==> src/rtl/hazard_pkg.sv <==
// Shared types for the hazard scoreboard: the tracked-entry record, the
// default register address width and the freeze/flush control encoding.
package hazard_pkg;

  localparam int REG_AW   = 4;
  localparam int NUM_REGS = 1 << REG_AW;

  // One in-flight register-writing instruction
  typedef struct packed {
    logic              valid;
    logic [REG_AW-1:0] dest;
    logic              is_load;
  } sb_entry_t;

  // Per-cycle entry control; flush outranks freeze, freeze outranks shift
  typedef enum logic [1:0] {
    SB_SHIFT = 2'd0,
    SB_HOLD  = 2'd1,
    SB_CLEAR = 2'd2
  } sb_ctl_e;

  function automatic sb_ctl_e sb_ctl(input logic freeze, input logic flush);
    if (flush)       return SB_CLEAR;
    else if (freeze) return SB_HOLD;
    else             return SB_SHIFT;
  endfunction

endpackage

==> src/rtl/hazard_sb_entry.sv <==
// One tracked pipeline stage of the hazard scoreboard. Holds, clears or
// loads its entry and compares its destination against every ID source.
module hazard_sb_entry
  import hazard_pkg::*;
#(
  parameter int NUM_SRC = 2
) (
  input  logic                      clk,
  input  logic                      rst_n,
  input  sb_ctl_e                   ctl_i,
  input  sb_entry_t                 load_i,
  input  logic                      id_valid_i,
  input  logic [NUM_SRC*REG_AW-1:0] src_i,
  input  logic [NUM_SRC-1:0]        src_used_i,
  output sb_entry_t                 entry_o,
  output logic [NUM_SRC-1:0]        match_o
);

  sb_entry_t entry_q;
  sb_entry_t entry_d;

  // Select next entry contents from the shared stage control
  always_comb begin
    entry_d = entry_q;
    case (ctl_i)
      SB_SHIFT: entry_d = load_i;
      SB_CLEAR: entry_d = '0;
      default:  entry_d = entry_q;
    endcase
  end

  // Entry register, invalid out of reset
  always_ff @(posedge clk or negedge rst_n) begin
    if (!rst_n) entry_q <= '0;
    else        entry_q <= entry_d;
  end

  // Per-operand destination/source comparator, gated by use mask and validity
  always_comb begin
    match_o = '0;
    for (int i = 0; i < NUM_SRC; i++) begin
      match_o[i] = id_valid_i & src_used_i[i] & entry_q.valid &
                   (entry_q.dest == src_i[i*REG_AW +: REG_AW]);
    end
  end

  assign entry_o = entry_q;

endmodule

==> src/rtl/hazard_scoreboard.sv <==
// Parametrised RAW hazard scoreboard for the in-order pipeline. Tracks DEPTH
// in-flight destinations after ID and stalls IF/ID on unresolved sources.
// Build option: define HAZARD_FWD_EN when the forwarding unit is present;
// then only a load in EXE (load-use) stalls. Undefined: any match stalls.
module hazard_scoreboard
  import hazard_pkg::*;
#(
  parameter int REG_AW  = hazard_pkg::REG_AW,
  parameter int NUM_SRC = 2,
  parameter int DEPTH   = 2,
  parameter int CNT_W   = 16
) (
  input  logic                      clk,
  input  logic                      rst_n,
  input  logic                      id_valid,
  input  logic [NUM_SRC*REG_AW-1:0] id_src,
  input  logic [NUM_SRC-1:0]        id_src_used,
  input  logic                      id_wb_en,
  input  logic [REG_AW-1:0]         id_dest,
  input  logic                      id_is_load,
  input  logic                      freeze,
  input  logic                      flush,
  input  logic                      stat_clr,
  output logic                      hazard,
  output logic [NUM_SRC-1:0]        hazard_src,
  output logic [CNT_W-1:0]          stall_cnt
);

  localparam logic [CNT_W-1:0] CNT_ONE = {{(CNT_W-1){1'b0}}, 1'b1};

  sb_ctl_e            ctl;
  sb_entry_t          issue;
  sb_entry_t          ent_in [DEPTH];
  sb_entry_t          ent_q  [DEPTH];
  logic [NUM_SRC-1:0] match  [DEPTH];
  logic [CNT_W-1:0]   stall_cnt_q;
  logic [CNT_W-1:0]   stall_cnt_d;

  assign ctl = sb_ctl(freeze, flush);

  // A stalled ID issues a bubble, so its destination is never recorded twice
  assign issue = '{valid: id_valid & id_wb_en & ~hazard, dest: id_dest, is_load: id_is_load};

  for (genvar k = 0; k < DEPTH; k++) begin : g_entry
    if (k == 0) begin : g_head
      assign ent_in[k] = issue;
    end else begin : g_tail
      assign ent_in[k] = ent_q[k-1];
    end

    hazard_sb_entry #(
      .NUM_SRC (NUM_SRC)
    ) u_entry (
      .clk        (clk),
      .rst_n      (rst_n),
      .ctl_i      (ctl),
      .load_i     (ent_in[k]),
      .id_valid_i (id_valid),
      .src_i      (id_src),
      .src_used_i (id_src_used),
      .entry_o    (ent_q[k]),
      .match_o    (match[k])
    );
  end

  // Qualify matches into per-operand stall flags
  always_comb begin
    hazard_src = '0;
`ifdef HAZARD_FWD_EN
    if (ent_q[0].is_load) hazard_src = match[0];
`else
    for (int k = 0; k < DEPTH; k++) begin
      hazard_src = hazard_src | match[k];
    end
`endif
  end

  assign hazard = |hazard_src;

  // Saturating stall counter next state; clear beats increment
  always_comb begin
    stall_cnt_d = stall_cnt_q;
    if (stat_clr)
      stall_cnt_d = '0;
    else if (hazard && !freeze && !(&stall_cnt_q))
      stall_cnt_d = stall_cnt_q + CNT_ONE;
  end

  // Stall counter register
  always_ff @(posedge clk or negedge rst_n) begin
    if (!rst_n) stall_cnt_q <= '0;
    else        stall_cnt_q <= stall_cnt_d;
  end

  assign stall_cnt = stall_cnt_q;

endmodule

==> config.mk <==
export PLATFORM = sky130hd
export DESIGN_NAME = hazard_scoreboard
export DESIGN_NICKNAME = d
export VERILOG_FILES = /design/src/rtl/hazard_pkg.sv /design/src/rtl/hazard_sb_entry.sv /design/src/rtl/hazard_scoreboard.sv
export SDC_FILE = /design/constraint.sdc
export NUM_CORES = 1
export LEC_CHECK = 0
export BUFFER_PORTS_ARGS = -buffer_cell sky130_fd_sc_hd__buf_2
export CORE_MARGIN = 4
export CORE_UTILIZATION = 45
export CTS_CLUSTER_DIAMETER = 100
export DETAILED_ROUTE_END_ITERATION = 7
export PLACE_DENSITY = 0.69
export SETUP_SLACK_MARGIN = 0.4
export SYNTH_ARGS = -nofsm -noshare
export SYNTH_HDL_FRONTEND = slang
export SYNTH_HIERARCHICAL = 1
export SYNTH_SLANG_ARGS = --single-unit
==> constraint.sdc <==
create_clock -name clk -period 5.1 [get_ports clk]
set_input_delay 1.02 -clock clk [delete_from_list [all_inputs] [get_ports clk]]
set_output_delay 1.02 -clock clk [all_outputs]
set_load 0.02 [all_outputs]
# == Word level (Yosys, flattened, before mapping) ==
# Cells that the tools add are included.
# totals
regBits,27
in_bits,22
output_inout_bits,19
# op_classes
n_addsub,1
eq_ne,5
mux,6
n_bitwise,14
n_reduce_logical,9
# op_table
cell,count
$mux 16,2
$pmux 6 s2,2
$add 16x1->16 const B,1
$eq 4x4->1,4
$reduce_and 16->1,1
$and 1x1->1,12
$reduce_bool 2->1,2
$eq 2x2->1 const B,1
$logic_and 1x1->1,2
$logic_not 1->1,2
$logic_not 2->1,1
$mux 2,1
$or 2x2->2,1
$reduce_or 2->1,1
$mux 1,1
$not 1->1,1

# == Depth between registers and ports, before layout ==
# Gate-level depths: netlist (run 1).
# logic_depth
ltp_word,9
mapped_depth,8

# == Modules after synthesis ==
# Netlist (run 1), hierarchy kept.
# by_module_without_submodules
mod,n_inst,cells_per_inst,area_per_inst_um2,seq_area_each_um2
hazard_scoreboard,1,104,969.7,400.4
hazard_sb_entry,2,25,317.8,150.1

# == Worst setup path before layout (run 1) ==
# No wires, ideal clock.
# synth_timing
kind,input to output
from,input id_src[1]
to,output hazard
arrival_time_ps,1898
setup_slack_ps,2182
path_stages,5
path_cell_list,xnor2_1 nand4_1 nor4_2 nor4_1 inv_2
# synth_lines
element,line_no,text
from (decl),hazard_scoreboard.sv:16,"input logic [NUM_SRC*REG_AW-1:0] id_src,"
to (decl),hazard_scoreboard.sv:24,"output logic hazard,"

==> results.json, run 1 <==
{
  "fin_ws_ns": 1.57,
  "grt_pass1_wl_um": 5840,
  "routed_wirelength_um": 3540,
  "dp_slack_ns": 1.60,
  "drv_slew": 0,
  "timing.hold.ws_ns": 0.574,
  "routabilityCongestion": 0.880,
  "grt.met3_usage_pct": 2.53,
  "drive_gt1_share_pct": 30.2,
  "yosys_warnings": 6,
  "port_buffers": 39,
  "cts-buffers-inserted": 3,
  "grt_pass1_vias": 1272,
  "required_ns": 4.08,
  "r2r_slack_ns": 2.81,
  "hold_path.startpoint": "g_entry[1].u_entry/entry_o[5]",
  "final_cell_mix": "buf_2 (39), dfrtp_1 (26), xor2_1 (12)",
  "finalNonFillerCells": 233,
  "r2r_cells": 8,
  "power.density_mw_per_mm2": 223,
  "rsz0062_at_grt": "false",
  "insertion_delay_ns": 0.34,
  "grtUsageMet1_pct": 22.5,
  "critPathMaxStageDelay_ns": 0.63,
  "route.vias.total": 1335,
  "reg2reg_from": "g_entry[0].u_entry/entry_o[2]",
  "finClkSkew_ns": 0.0109,
  "final_cell_area_sq_mm": 0.00182,
  "cap_viol_max_count": 0,
  "die_w_um": 66.5,
  "die_h_um": 66.5,
  "hold_end": "g_entry[1].u_entry/entry_o[5]",
  "io_pins": 41,
  "fin_tns_setup_ns": 0,
  "final_common_cell": "buf_2",
  "cp-end-kind": "output port",
  "clock.fmax_mhz": 283,
  "use_met2_pct": 28.6,
  "hold_class": "reg -> reg",
  "placed_cells": 229,
  "cts_num_sinks": 26,
  "synthesis.nets": 173,
  "r2r_end": "stall_cnt[4]",
  "period_minus_slack_ns": 3.53,
  "clkTransAtPathRegs_ns": 0.15,
  "drt-initial-drc-count": 67,
  "track_usage_pct": 17.3,
  "cts_tree": "built",
  "hold-path-cell-count": 1,
  "grt-busiest-layer": "met2",
  "rows": 20,
  "finalCritPeriodShare_pct": 69.2,
  "initial_core_util_pct": 48.8,
  "worst_pin_slew_ns": 0.882,
  "postCtsSetupBuffers": 0,
  "grt_max_degree": 27,
  "postLayoutCoreUtil_pct": 57.7,
  "syn_area_sq_mm": 0.00154,
  "cp-start-kind": "input port",
  "drc": 0,
  "detail_route.wl_per_cell_um": 15.2,
  "finalPower_uw": 406,
  "syn2layout_area_growth_pct": 18.4,
  "status": "finished clean",
  "ctsHoldBuffers": 0,
  "finalNetCount": 213,
  "cts_resized": 0,
  "path_cells": "buf_2 -> xnor2_1 -> nand4_1 -> nor4_2 -> nor4_1 -> inv_2 -> buf_2",
  "criticalPathCategory": "in -> out",
  "antennaDiodeCount": 0,
  "arrival_ns": 2.51,
  "hold_violations": 0,
  "hpwl_um": 2730,
  "grt-ovfl-total": 0,
  "viasPerCell": 5.73,
  "first_pass_iters": 5,
  "vdd_drop_max_mv": 0.112,
  "slew_headroom_pct": 41.1,
  "die_area_sq_mm": 0.00442,
  "cts_buffer_depth": 2,
  "p_leak_nw": 0.859,
  "critPathSlowestCell": "nor4_1",
  "syn_inst": 150,
  "htree_levels": 1,
  "place_area_sq_mm": 0.00177,
  "ant_nets": 0,
  "core_region_area_sq_mm": 0.00315,
  "antenna_found_initial": 0,
  "cp_max_fo": 9,
  "root_buffer": "clkbuf_4",
  "path_common_cell": "buf_2",
  "syn_avg_cell_area_sq_um": 10.3,
  "setup_viol": 0
}
## flip-flops by register name, summed over array words and instances (netlist names)
name and cells:
stall_cnt 16, g_entry.u_entry/entry_o 10
## worst max-delay path, delay by kind of cell
| family | cells | cell delay, ns |
|---|---|---|
| buffers and inverters | 3 | 0.58 |
| and+or+nand+nor | 3 | 0.79 |
| xor gates and xnor gates | 1 | 0.12 |
## cell type report
type,count,area (sq um)
clock buffers,3,22.5
fillers,285,1330
flip-flops and latches,26,651
clock inverters,1,30.0
well taps,44,55.1
multi-input cells,118,860
repair buffers,39,195
inverters,2,7.51
## where the power goes
part	switching (mW)	total (mW)	leakage, nW	internal [mW]
logic	0.0234	0.0419	0.474	0.0185
clock network	0.0666	0.146	0.0279	0.0797
registers	0.00638	0.217	0.357	0.211
## worst max-delay path by stage
stage                          from  endpoint  slack, ns  cells past startpoint
final                     id_src[1]    hazard       1.57                      7
after global routing      id_src[3]    hazard       1.46                      6
after CTS                 id_src[1]    hazard       1.59                      7
after detailed placement  id_src[1]    hazard       1.60                      7
after global placement    id_src[1]    hazard       1.64                      7
after floorplan           id_src[1]    hazard       2.18                      5
## layer usage
metal	wire length (um)	vias up
met2	1720	35
met4	56	0
met5	0	-
met1	1590	645
met3	172	5
li1	-	650
No activity file was read; power rests on OpenSTA's default activity.
==> run 2, diff against run 1 <==
- PLACE_DENSITY: 0.69 -> 0.72
- clock period: 5.1 -> 3.17 ns (I/O delays scaled with it)
==> run 2 against run 1 <==
Cell count did not move. Combinational power rose by 61%. Via count grew 1.4%.
==> results.json, run 2 (same netlist as run 1, synthesis figures left out) <==
{
  "status": "finished clean",
  "syn2layout_area_growth_pct": 18.8,
  "arrival_ns": 1.87,
  "grt_pass1_vias": 1282,
  "comb_power_share_pct": 10.4,
  "slew_headroom_pct": 42.7,
  "clkTransAtPathRegs_ns": 0.15,
  "ant_nets": 0,
  "finalCritPeriodShare_pct": 78.9,
  "path_common_cell": "nor4_2",
  "rows": 20,
  "clock_power_share_pct": 35.6,
  "critPathSlowestCell": "dfrtp_1",
  "drive_gt1_share_pct": 30.7,
  "critPathMaxStageDelay_ns": 0.46,
  "p_seq_share_pct": 54.0,
  "cts_tree": "built",
  "core_region_area_sq_mm": 0.00315,
  "routabilityCongestion": 0.893,
  "p_leak_nw": 0.860,
  "htree_levels": 1,
  "clock.fmax_mhz": 400,
  "finalPower_uw": 648,
  "worst_pin_slew_ns": 0.857,
  "hpwl_um": 2710,
  "cts-buffers-inserted": 3,
  "routed_wirelength_um": 3580,
  "initial_core_util_pct": 48.8,
  "setup_viol": 0,
  "cp_max_fo": 9,
  "cts_buffer_depth": 2,
  "final_common_cell": "buf_2",
  "fin_tns_setup_ns": 0,
  "cts_num_sinks": 26,
  "drv_slew": 0,
  "grt-ovfl-total": 0,
  "criticalPathCategory": "reg -> out",
  "hold_violations": 0,
  "cp_num_buf_inv": 2,
  "p_int_uw": 497,
  "final_cell_mix": "buf_2 (39), dfrtp_1 (26), xor2_1 (12)",
  "cp_top_family": "simple AND/OR/NAND/NOR gates",
  "rsz0062_at_grt": "false",
  "die_area_sq_mm": 0.00442,
  "cp-start-kind": "register",
  "antennaDiodeCount": 0,
  "port_buffers": 39,
  "vdd_drop_max_mv": 0.227,
  "path_cells": "xnor2_1 -> nand4_1 -> nor4_2 -> nor4_2 -> inv_2 -> buf_2",
  "timing.hold.ws_ns": 0.281,
  "antenna_found_initial": 0,
  "root_buffer": "clkbuf_4",
  "die_h_um": 66.5,
  "cap_viol_max_count": 0,
  "postCtsSetupBuffers": 0,
  "drc": 0,
  "cp-end-kind": "output port",
  "grt_max_degree": 27,
  "route.vias.total": 1354,
  "hold_class": "in -> async",
  "period_minus_slack_ns": 2.50,
  "first_pass_iters": 4,
  "finalNetCount": 213,
  "grt_pass1_wl_um": 5910,
  "io_pins": 41,
  "fillCellCount": 293,
  "viasPerCell": 5.81,
  "swShare_pct": 23.3,
  "finClkSkew_ns": 0.00755,
  "drt-initial-drc-count": 122,
  "die_w_um": 66.5,
  "reg2reg_from": "g_entry[1].u_entry/entry_o[1]",
  "detail_route.wl_per_cell_um": 15.4,
  "insertion_delay_ns": 0.33,
  "cp-startpoint": "g_entry[0].u_entry/entry_o[2]",
  "required_ns": 2.54,
  "p_sw_uw": 151,
  "power.density_mw_per_mm2": 355,
  "track_usage_pct": 17.0,
  "largest_reg_flops": 16
}
[run 2: cell types whose count changed in the layout (fill, tap and decap cells not counted)]
cell    change
nor4_1      -1
nor4_2      +1
[run 2: final timing paths]
| path | endpoint | slack (ns) | cells after the start |
|---|---|---|---|
| max in group asynchronous | stall_cnt[9] | 2.50 | 1 |
| worst max-delay path | hazard | 0.67 | 6 |
| worst min register to register | g_entry[1].u_entry/entry_o[5] | 0.58 | 1 |
| worst max register to register | stall_cnt[14] | 0.96 | 8 |
| min in group clk | g_entry[0].u_entry/entry_o[3] | 0.52 | 2 |
| worst min-delay path | stall_cnt[15] | 0.28 | 1 |
[run 2: stage by stage]
| stage | area, sq um | setup WS, ns | util (%) | instances |
|---|---|---|---|---|
| 2_1_floorplan | 1540 | 0.974 | - | 150 |
| 3_3_place_gp | 1770 | 0.482 | 56.1 | 229 |
| 3_5_place_dp | 1770 | 0.479 | 56.1 | 229 |
| 4_1_cts | 1820 | 0.410 | 57.7 | 233 |
| 5_1_grt | 1830 | 0.488 | 57.9 | 233 |
| 6_report | 1830 | 0.670 | 57.9 | 233 |
[run 2: cell type report]
| class | instances | area, sq um | share of cell area (%) |
|---|---|---|---|
| clock buffers | 3 | 22.5 | 1.23 |
| inverters | 2 | 7.51 | 0.411 |
| multi-input cells | 118 | 866 | 47.4 |
| repair buffers | 39 | 195 | 10.7 |
| flip-flops and latches | 26 | 651 | 35.6 |
| well taps | 44 | 55.1 | 3.01 |
| clock inverters | 1 | 30.0 | 1.64 |
[run 2: power by group through the flow]
| stage | Clock [mW] | Sequential, mW | Combinational (mW) |
|---|---|---|---|
| detailed placement | 0 | 0.356 | 0.0680 |
| finish | 0.231 | 0.350 | 0.0675 |
| CTS | 0.236 | 0.350 | 0.0683 |
| global route | 0.254 | 0.352 | 0.0744 |
| floorplan | 0 | 0.354 | 0.0374 |
| global placement | 0 | 0.356 | 0.0653 |
[run 2: timing repair]
action / CTS / global route
resized for setup: 0 / 1
endpoints found under the hold margin: 0 / 0
hold buffers: 0 / 0
setup endpoints to repair: 0 / 1
[run 2: routing by layer]
metal / up-vias / track usage [%] / wire length [um]
met3: 3 / 2.19 / 151
met4: 0 / 4.82 / 21
li1: 654 / - / -
met1: 653 / 23.2 / 1580
met5: - / 0 / 0
met2: 44 / 28.1 / 1830
